==> src/rtl/ps2_device_tx.sv <==
// PS/2 device-to-host byte transmitter with host inhibit handling.
// Define PS2_DEVICE_TX_FIFO_EN for a 4-entry byte FIFO instead of one holding register.
module ps2_device_tx #(
    parameter int CLK_FREQ_HZ = 50000000,
    parameter int PS2_CLK_HZ  = 12500,
    parameter int IDLE_US     = 50
) (
    input  logic       clk,
    input  logic       reset_n,
    input  logic [7:0] tx_data,
    input  logic       tx_valid,
    output logic       tx_ready,
    input  logic       ps2_clk_in,
    input  logic       ps2_dat_in,
    output logic       ps2_clk_oe,
    output logic       ps2_dat_oe,
    output logic       busy,
    output logic       tx_done,
    output logic       tx_abort
);

    localparam int HALF     = CLK_FREQ_HZ / (2 * PS2_CLK_HZ);
    localparam int IDLE_CYC = CLK_FREQ_HZ / 1000000 * IDLE_US;
    localparam int CNT_MAX  = (HALF > IDLE_CYC) ? HALF : IDLE_CYC;
    localparam int CW       = $clog2(CNT_MAX + 1);

    localparam logic [CW-1:0] HALF_END = CW'(HALF - 1);
    localparam logic [CW-1:0] IDLE_END = CW'(IDLE_CYC - 1);
    localparam logic [CW-1:0] HI_MASK  = CW'(3);

    typedef enum logic [2:0] {
        IDLE,
        BUS_WAIT,
        CLK_HI,
        CLK_LO,
        FINISH
    } state_t;

    state_t        state_q, state_d;
    logic [CW-1:0] cnt_q, cnt_d;
    logic [3:0]    idx_q, idx_d;

    logic [1:0] clk_sync, dat_sync;
    logic       clk_s, dat_s;

    logic       push, pop;
    logic       full, empty;
    logic [7:0] head;
    logic [10:0] frame;
    logic       bit_val;

    always_ff @(posedge clk or negedge reset_n) begin
        if (!reset_n) begin
            clk_sync <= 2'b11;
            dat_sync <= 2'b11;
        end else begin
            clk_sync <= {clk_sync[0], ps2_clk_in};
            dat_sync <= {dat_sync[0], ps2_dat_in};
        end
    end

    assign clk_s = clk_sync[1];
    assign dat_s = dat_sync[1];

    assign push     = tx_valid & tx_ready;
    assign pop      = tx_done;
    assign tx_ready = ~full;

`ifdef PS2_DEVICE_TX_FIFO_EN
    logic [7:0] mem [4];
    logic [1:0] wr_ptr, rd_ptr;
    logic [2:0] count;

    assign full  = (count == 3'd4);
    assign empty = (count == 3'd0);
    assign head  = mem[rd_ptr];

    always_ff @(posedge clk or negedge reset_n) begin
        if (!reset_n) begin
            wr_ptr <= '0;
            rd_ptr <= '0;
            count  <= '0;
        end else begin
            if (push) wr_ptr <= wr_ptr + 2'd1;
            if (pop)  rd_ptr <= rd_ptr + 2'd1;
            case ({push, pop})
                2'b10:   count <= count + 3'd1;
                2'b01:   count <= count - 3'd1;
                default: count <= count;
            endcase
        end
    end

    always_ff @(posedge clk) begin
        if (push) mem[wr_ptr] <= tx_data;
    end
`else
    logic [7:0] hold_q;
    logic       hold_vld;

    assign full  = hold_vld;
    assign empty = ~hold_vld;
    assign head  = hold_q;

    always_ff @(posedge clk or negedge reset_n) begin
        if (!reset_n) begin
            hold_q   <= '0;
            hold_vld <= 1'b0;
        end else if (push) begin
            hold_q   <= tx_data;
            hold_vld <= 1'b1;
        end else if (pop) begin
            hold_vld <= 1'b0;
        end
    end
`endif

    // Bit 0 goes out first: start, data LSB first, odd parity, stop.
    assign frame   = {1'b1, ~^head, head, 1'b0};
    assign bit_val = frame[idx_q];

    always_ff @(posedge clk or negedge reset_n) begin
        if (!reset_n) begin
            state_q <= IDLE;
            cnt_q   <= '0;
            idx_q   <= '0;
        end else begin
            state_q <= state_d;
            cnt_q   <= cnt_d;
            idx_q   <= idx_d;
        end
    end

    always_comb begin
        state_d    = state_q;
        cnt_d      = cnt_q;
        idx_d      = idx_q;
        ps2_clk_oe = 1'b0;
        ps2_dat_oe = 1'b0;
        tx_done    = 1'b0;
        tx_abort   = 1'b0;
        case (state_q)
            IDLE: begin
                cnt_d = '0;
                if (!empty) state_d = BUS_WAIT;
            end
            BUS_WAIT: begin
                if (clk_s && dat_s) begin
                    if (cnt_q == IDLE_END) begin
                        state_d = CLK_HI;
                        cnt_d   = '0;
                        idx_d   = '0;
                    end else begin
                        cnt_d = cnt_q + 1'b1;
                    end
                end else begin
                    cnt_d = '0;
                end
            end
            CLK_HI: begin
                ps2_dat_oe = ~bit_val;
                // First cycles still see our own low clock through the synchronizer.
                if (cnt_q >= HI_MASK && !clk_s && idx_q <= 4'd9) begin
                    tx_abort = 1'b1;
                    state_d  = BUS_WAIT;
                    cnt_d    = '0;
                end else if (cnt_q == HALF_END) begin
                    state_d = CLK_LO;
                    cnt_d   = '0;
                end else begin
                    cnt_d = cnt_q + 1'b1;
                end
            end
            CLK_LO: begin
                ps2_clk_oe = 1'b1;
                ps2_dat_oe = ~bit_val;
                if (cnt_q == HALF_END) begin
                    cnt_d = '0;
                    if (idx_q == 4'd10) begin
                        state_d = FINISH;
                    end else begin
                        idx_d   = idx_q + 4'd1;
                        state_d = CLK_HI;
                    end
                end else begin
                    cnt_d = cnt_q + 1'b1;
                end
            end
            FINISH: begin
                if (cnt_q == HALF_END) begin
                    tx_done = 1'b1;
                    state_d = IDLE;
                    cnt_d   = '0;
                end else begin
                    cnt_d = cnt_q + 1'b1;
                end
            end
            default: begin
                state_d = IDLE;
                cnt_d   = '0;
                idx_d   = '0;
            end
        endcase
    end

    assign busy = ~empty | (state_q != IDLE);

endmodule

==> config.mk <==
export PLATFORM = sky130hd
export DESIGN_NAME = ps2_device_tx
export DESIGN_NICKNAME = d
export VERILOG_FILES = /design/src/rtl/ps2_device_tx.sv
export SDC_FILE = /design/constraint.sdc
export NUM_CORES = 1
export LEC_CHECK = 0
export CAP_MARGIN = 20
export CORE_MARGIN = 10
export CORE_UTILIZATION = 45
export CTS_CLUSTER_SIZE = 20
export DETAILED_ROUTE_END_ITERATION = 10
export PLACE_DENSITY = 0.71
export SLEW_MARGIN = 10
export SYNTH_ARGS = -nofsm -noshare
export SYNTH_HDL_FRONTEND = slang
export SYNTH_SLANG_ARGS = --single-unit
==> constraint.sdc <==
create_clock -name clk -period 2.4 [get_ports clk]
set_input_delay 0.48 -clock clk [delete_from_list [all_inputs] [get_ports clk]]
set_output_delay 0.48 -clock clk [all_outputs]
set_load 0.02 [all_outputs]
==> impl_metrics.env <==
export IMPL_status="finished, final reports clean"
export IMPL_tightestPinTransition_ns=0.408
export IMPL_place_gp_congestion=0.883
export IMPL_grt_pass1_vias=1447
export IMPL_dr_pass1_iters=4
export IMPL_crit_slowest_cell="or4_4"
export IMPL_yosysSeqAreaShare_pct=46.4
export IMPL_dp_cells=254
export IMPL_peakVddDrop_uv=341
export IMPL_die_area_sq_um=6750
export IMPL_antennaDiodeCount=0
export IMPL_crit_chain="ha_2 > or4_4 > o31ai_4 > nor3_2 > buf_4"
export IMPL_fin_crit_ns=2.33
export IMPL_fin_ws_ns=0.0694
export IMPL_grtUsageMet1_pct=14.4
export IMPL_fin_crit_sh_pct=97.1
export IMPL_port_buffers=18
export IMPL_maxSlewViolCount=0
export IMPL_met2_usage_pct=21.3
export IMPL_cp_end_kind="output pin"
export IMPL_syn_to_final_growth_pct=30.0
export IMPL_required_ns=1.92
export IMPL_final_common_cell="dfrtp_1"
export IMPL_powerDensity_nw_per_um2=469
export IMPL_setup_tns_ns=0
export IMPL_synth_main_ff_cell="dfrtp_1"
export IMPL_die_x_um=82.1
export IMPL_met3_usage_pct=3.89
export IMPL_synth_cells=169
export IMPL_ant_nets=0
export IMPL_final_cell_count_no_fill=263
export IMPL_num_vias=1400
export IMPL_r2r_setup_slack_ns=0.11
export IMPL_cts_tree="yes"
export IMPL_grt_max_degree=33
export IMPL_start_util_pct=47.1
export IMPL_relSlewSlack_pct=72.8
export IMPL_finalPower_uw=1060
export IMPL_path_clk_slew_ns=0.06
export IMPL_clock_skew_ns=0.00373
export IMPL_path_max_fanout=2
export IMPL_synth_distinct_cells=41
export IMPL_fmax_mhz=429
export IMPL_antenna_found_initial=0
export IMPL_hpwl_mm=2.92
export IMPL_ctsLongestPathBuffers=2
export IMPL_syn_area_sq_um=1740
export IMPL_dp_slack_ns=-0.191
export IMPL_max_cap_violations=0
export IMPL_avgSynthCellArea_sq_um=10.3
export IMPL_top_usage_layer="met2"
export IMPL_syn_num_nets=187
export IMPL_synth_seq_cells=32
export IMPL_crit_path_start_kind="register"
export IMPL_hold_viol=0
export IMPL_cp_slowest_stage_delay_ns=0.49
export IMPL_worstSetupEndpoint="tx_abort"
export IMPL_drive_gt1_share_pct=31.2
export IMPL_ctsHtreeMaxLevel=2
export IMPL_rsz0062_at_grt="no"
export IMPL_vias_per_cell=5.32
export IMPL_clock_sinks=32
export IMPL_synth_edff_count=0
export IMPL_yosys_warnings=0
export IMPL_wl_per_cell_um=14.7
export IMPL_holdCritPathClass="reg -> reg"
export IMPL_drtIter0Drc=127
export IMPL_clk_latency_ns=0.28
export IMPL_worstPathArrival_ns=1.85
export IMPL_worstSetupPathType="reg -> out"
export IMPL_ctsHoldBuffers=0
export IMPL_setup_viol=0
export IMPL_grt_first_pass_wirelength_mm=6.62
export IMPL_die_y_um=82.1
export IMPL_final_area_sq_um=2260
export IMPL_wl_mm=3.86
export IMPL_layout_common_cells="dfrtp_1 (26), buf_4 (25), nor2_1 (21)"
export IMPL_worst_r2r_cell_count=7
export IMPL_async_flop_share_pct=100
export IMPL_startpoint="cnt_q[1]"
export IMPL_gr_total_overflow=0
export IMPL_grtUsageTotal_pct=12.6
export IMPL_post_dp_cell_area_sq_um=2120
export IMPL_core_sq_um=3690
export IMPL_rows=22
export IMPL_drc=0
export IMPL_r2r_end="idx_q[2]"
export IMPL_num_io_pins=19
export IMPL_r2r_start="cnt_q[0]"
export IMPL_cts_root_buf="clkbuf_8"
export IMPL_fin_nets=232
export IMPL_power_leakage_uw=0.000977
export IMPL_cts_inserted_buffers=5
==> timing repair <==
item	in CTS	in global routing
hold endpoints to repair	0	0
buffers inserted	0	1
endpoints found under the setup margin	5	7
pin swaps	2	4
resized for setup	17	10
==> metrics by stage <==
stage | util [%] | hold slack, ns
2_1_floorplan | - | 0.184
3_3_place_gp | 57.6 | 0.348
3_5_place_dp | 57.6 | 0.349
4_1_cts | 60.7 | 0.358
5_1_grt | 61.3 | 0.364
6_report | 61.3 | 0.358
==> cell usage after synthesis, types with 3 or more instances <==
library cell	n	area (sq um)
dfrtp_1	28	701
nor2_1	21	78.8
nand2_1	15	56.3
mux2_2	11	124
xnor2_1	11	96.3
inv_1	6	22.5
xor2_1	6	52.6
ha_1	5	62.6
nand3_1	5	25.0
o21ai_1	5	25.0
a21oi_1	4	20.0
dfstp_2	4	105
nor3_1	4	20.0
a31oi_1	3	18.8
and3_1	3	18.8
o21ai_0	3	15.0
o31ai_1	3	22.5
or4_1	3	22.5
==> worst min path at each step <==
stage / slack [ns] / startpoint / end / cells after the start
4_1_cts: 0.36 / clk_sync[0] / clk_sync[1] / 0
5_1_grt: 0.36 / clk_sync[0] / clk_sync[1] / 0
3_5_place_dp: 0.35 / clk_sync[0] / clk_sync[1] / 0
2_1_floorplan: 0.18 / reset_n / cnt_q[0] / 0
6_report: 0.36 / clk_sync[0] / clk_sync[1] / 0
3_3_place_gp: 0.35 / dat_sync[0] / dat_sync[1] / 0
==> worst max-delay path: cells and delay by family, from the launching register on <==
| family | cells | cell delay (ns) |
|---|---|---|
| compound gates | 1 | 0.28 |
| simple gates | 2 | 0.55 |
| flops | 1 | 0.39 |
| buf+inv | 1 | 0.16 |
| fa+ha+maj | 1 | 0.19 |
==> power by group <==
group	internal, uW	switching (uW)	total (uW)
sequential	554	9.81	564
clock	228	192	421
combinational	44.6	31.1	75.7
total	827	233	1060
==> area by class of cell <==
class | instances | area (sq um)
Clock buffer | 6 | 82.6
Timing Repair Buffer | 42 | 350
Tap cell | 48 | 60.1
Fill cell | 306 | 1430
Inverter | 6 | 22.5
Clock inverter | 2 | 10.0
Multi-Input combinational cell | 127 | 926
Sequential cell | 32 | 808
==> routing by layer <==
layer | part of all wire [%] | wire length, um | vias up
met2 | 52 | 2020 | 27
met3 | 3.7 | 144 | 7
li1 | - | - | 688
met1 | 42 | 1610 | 678
met4 | 2.1 | 80 | 0
met5 | 0 | 0 | -
==> cell families (layout without fill, tap and decap cells) <==
logic type,Yosys count,in the layout,synth area share [%]
and+or+nand+nor,67,67,20.7
DFF,32,32,46.4
AOI/OAI and AO/OA,26,26,9.50
xor gates and xnor gates,17,17,8.57
muxes,12,12,8.42
buffers and inverters,10,56,2.88
adders and majority gates,5,5,3.60
==> sequential cells by signal, summed over array words and instances, names as in the netlist <==
name,flops
idx_q,4
dat_sync,2
state_q,3
cnt_q,12
head,8
full,1
clk_sync,2
No activity file was read; power rests on OpenSTA's default activity.
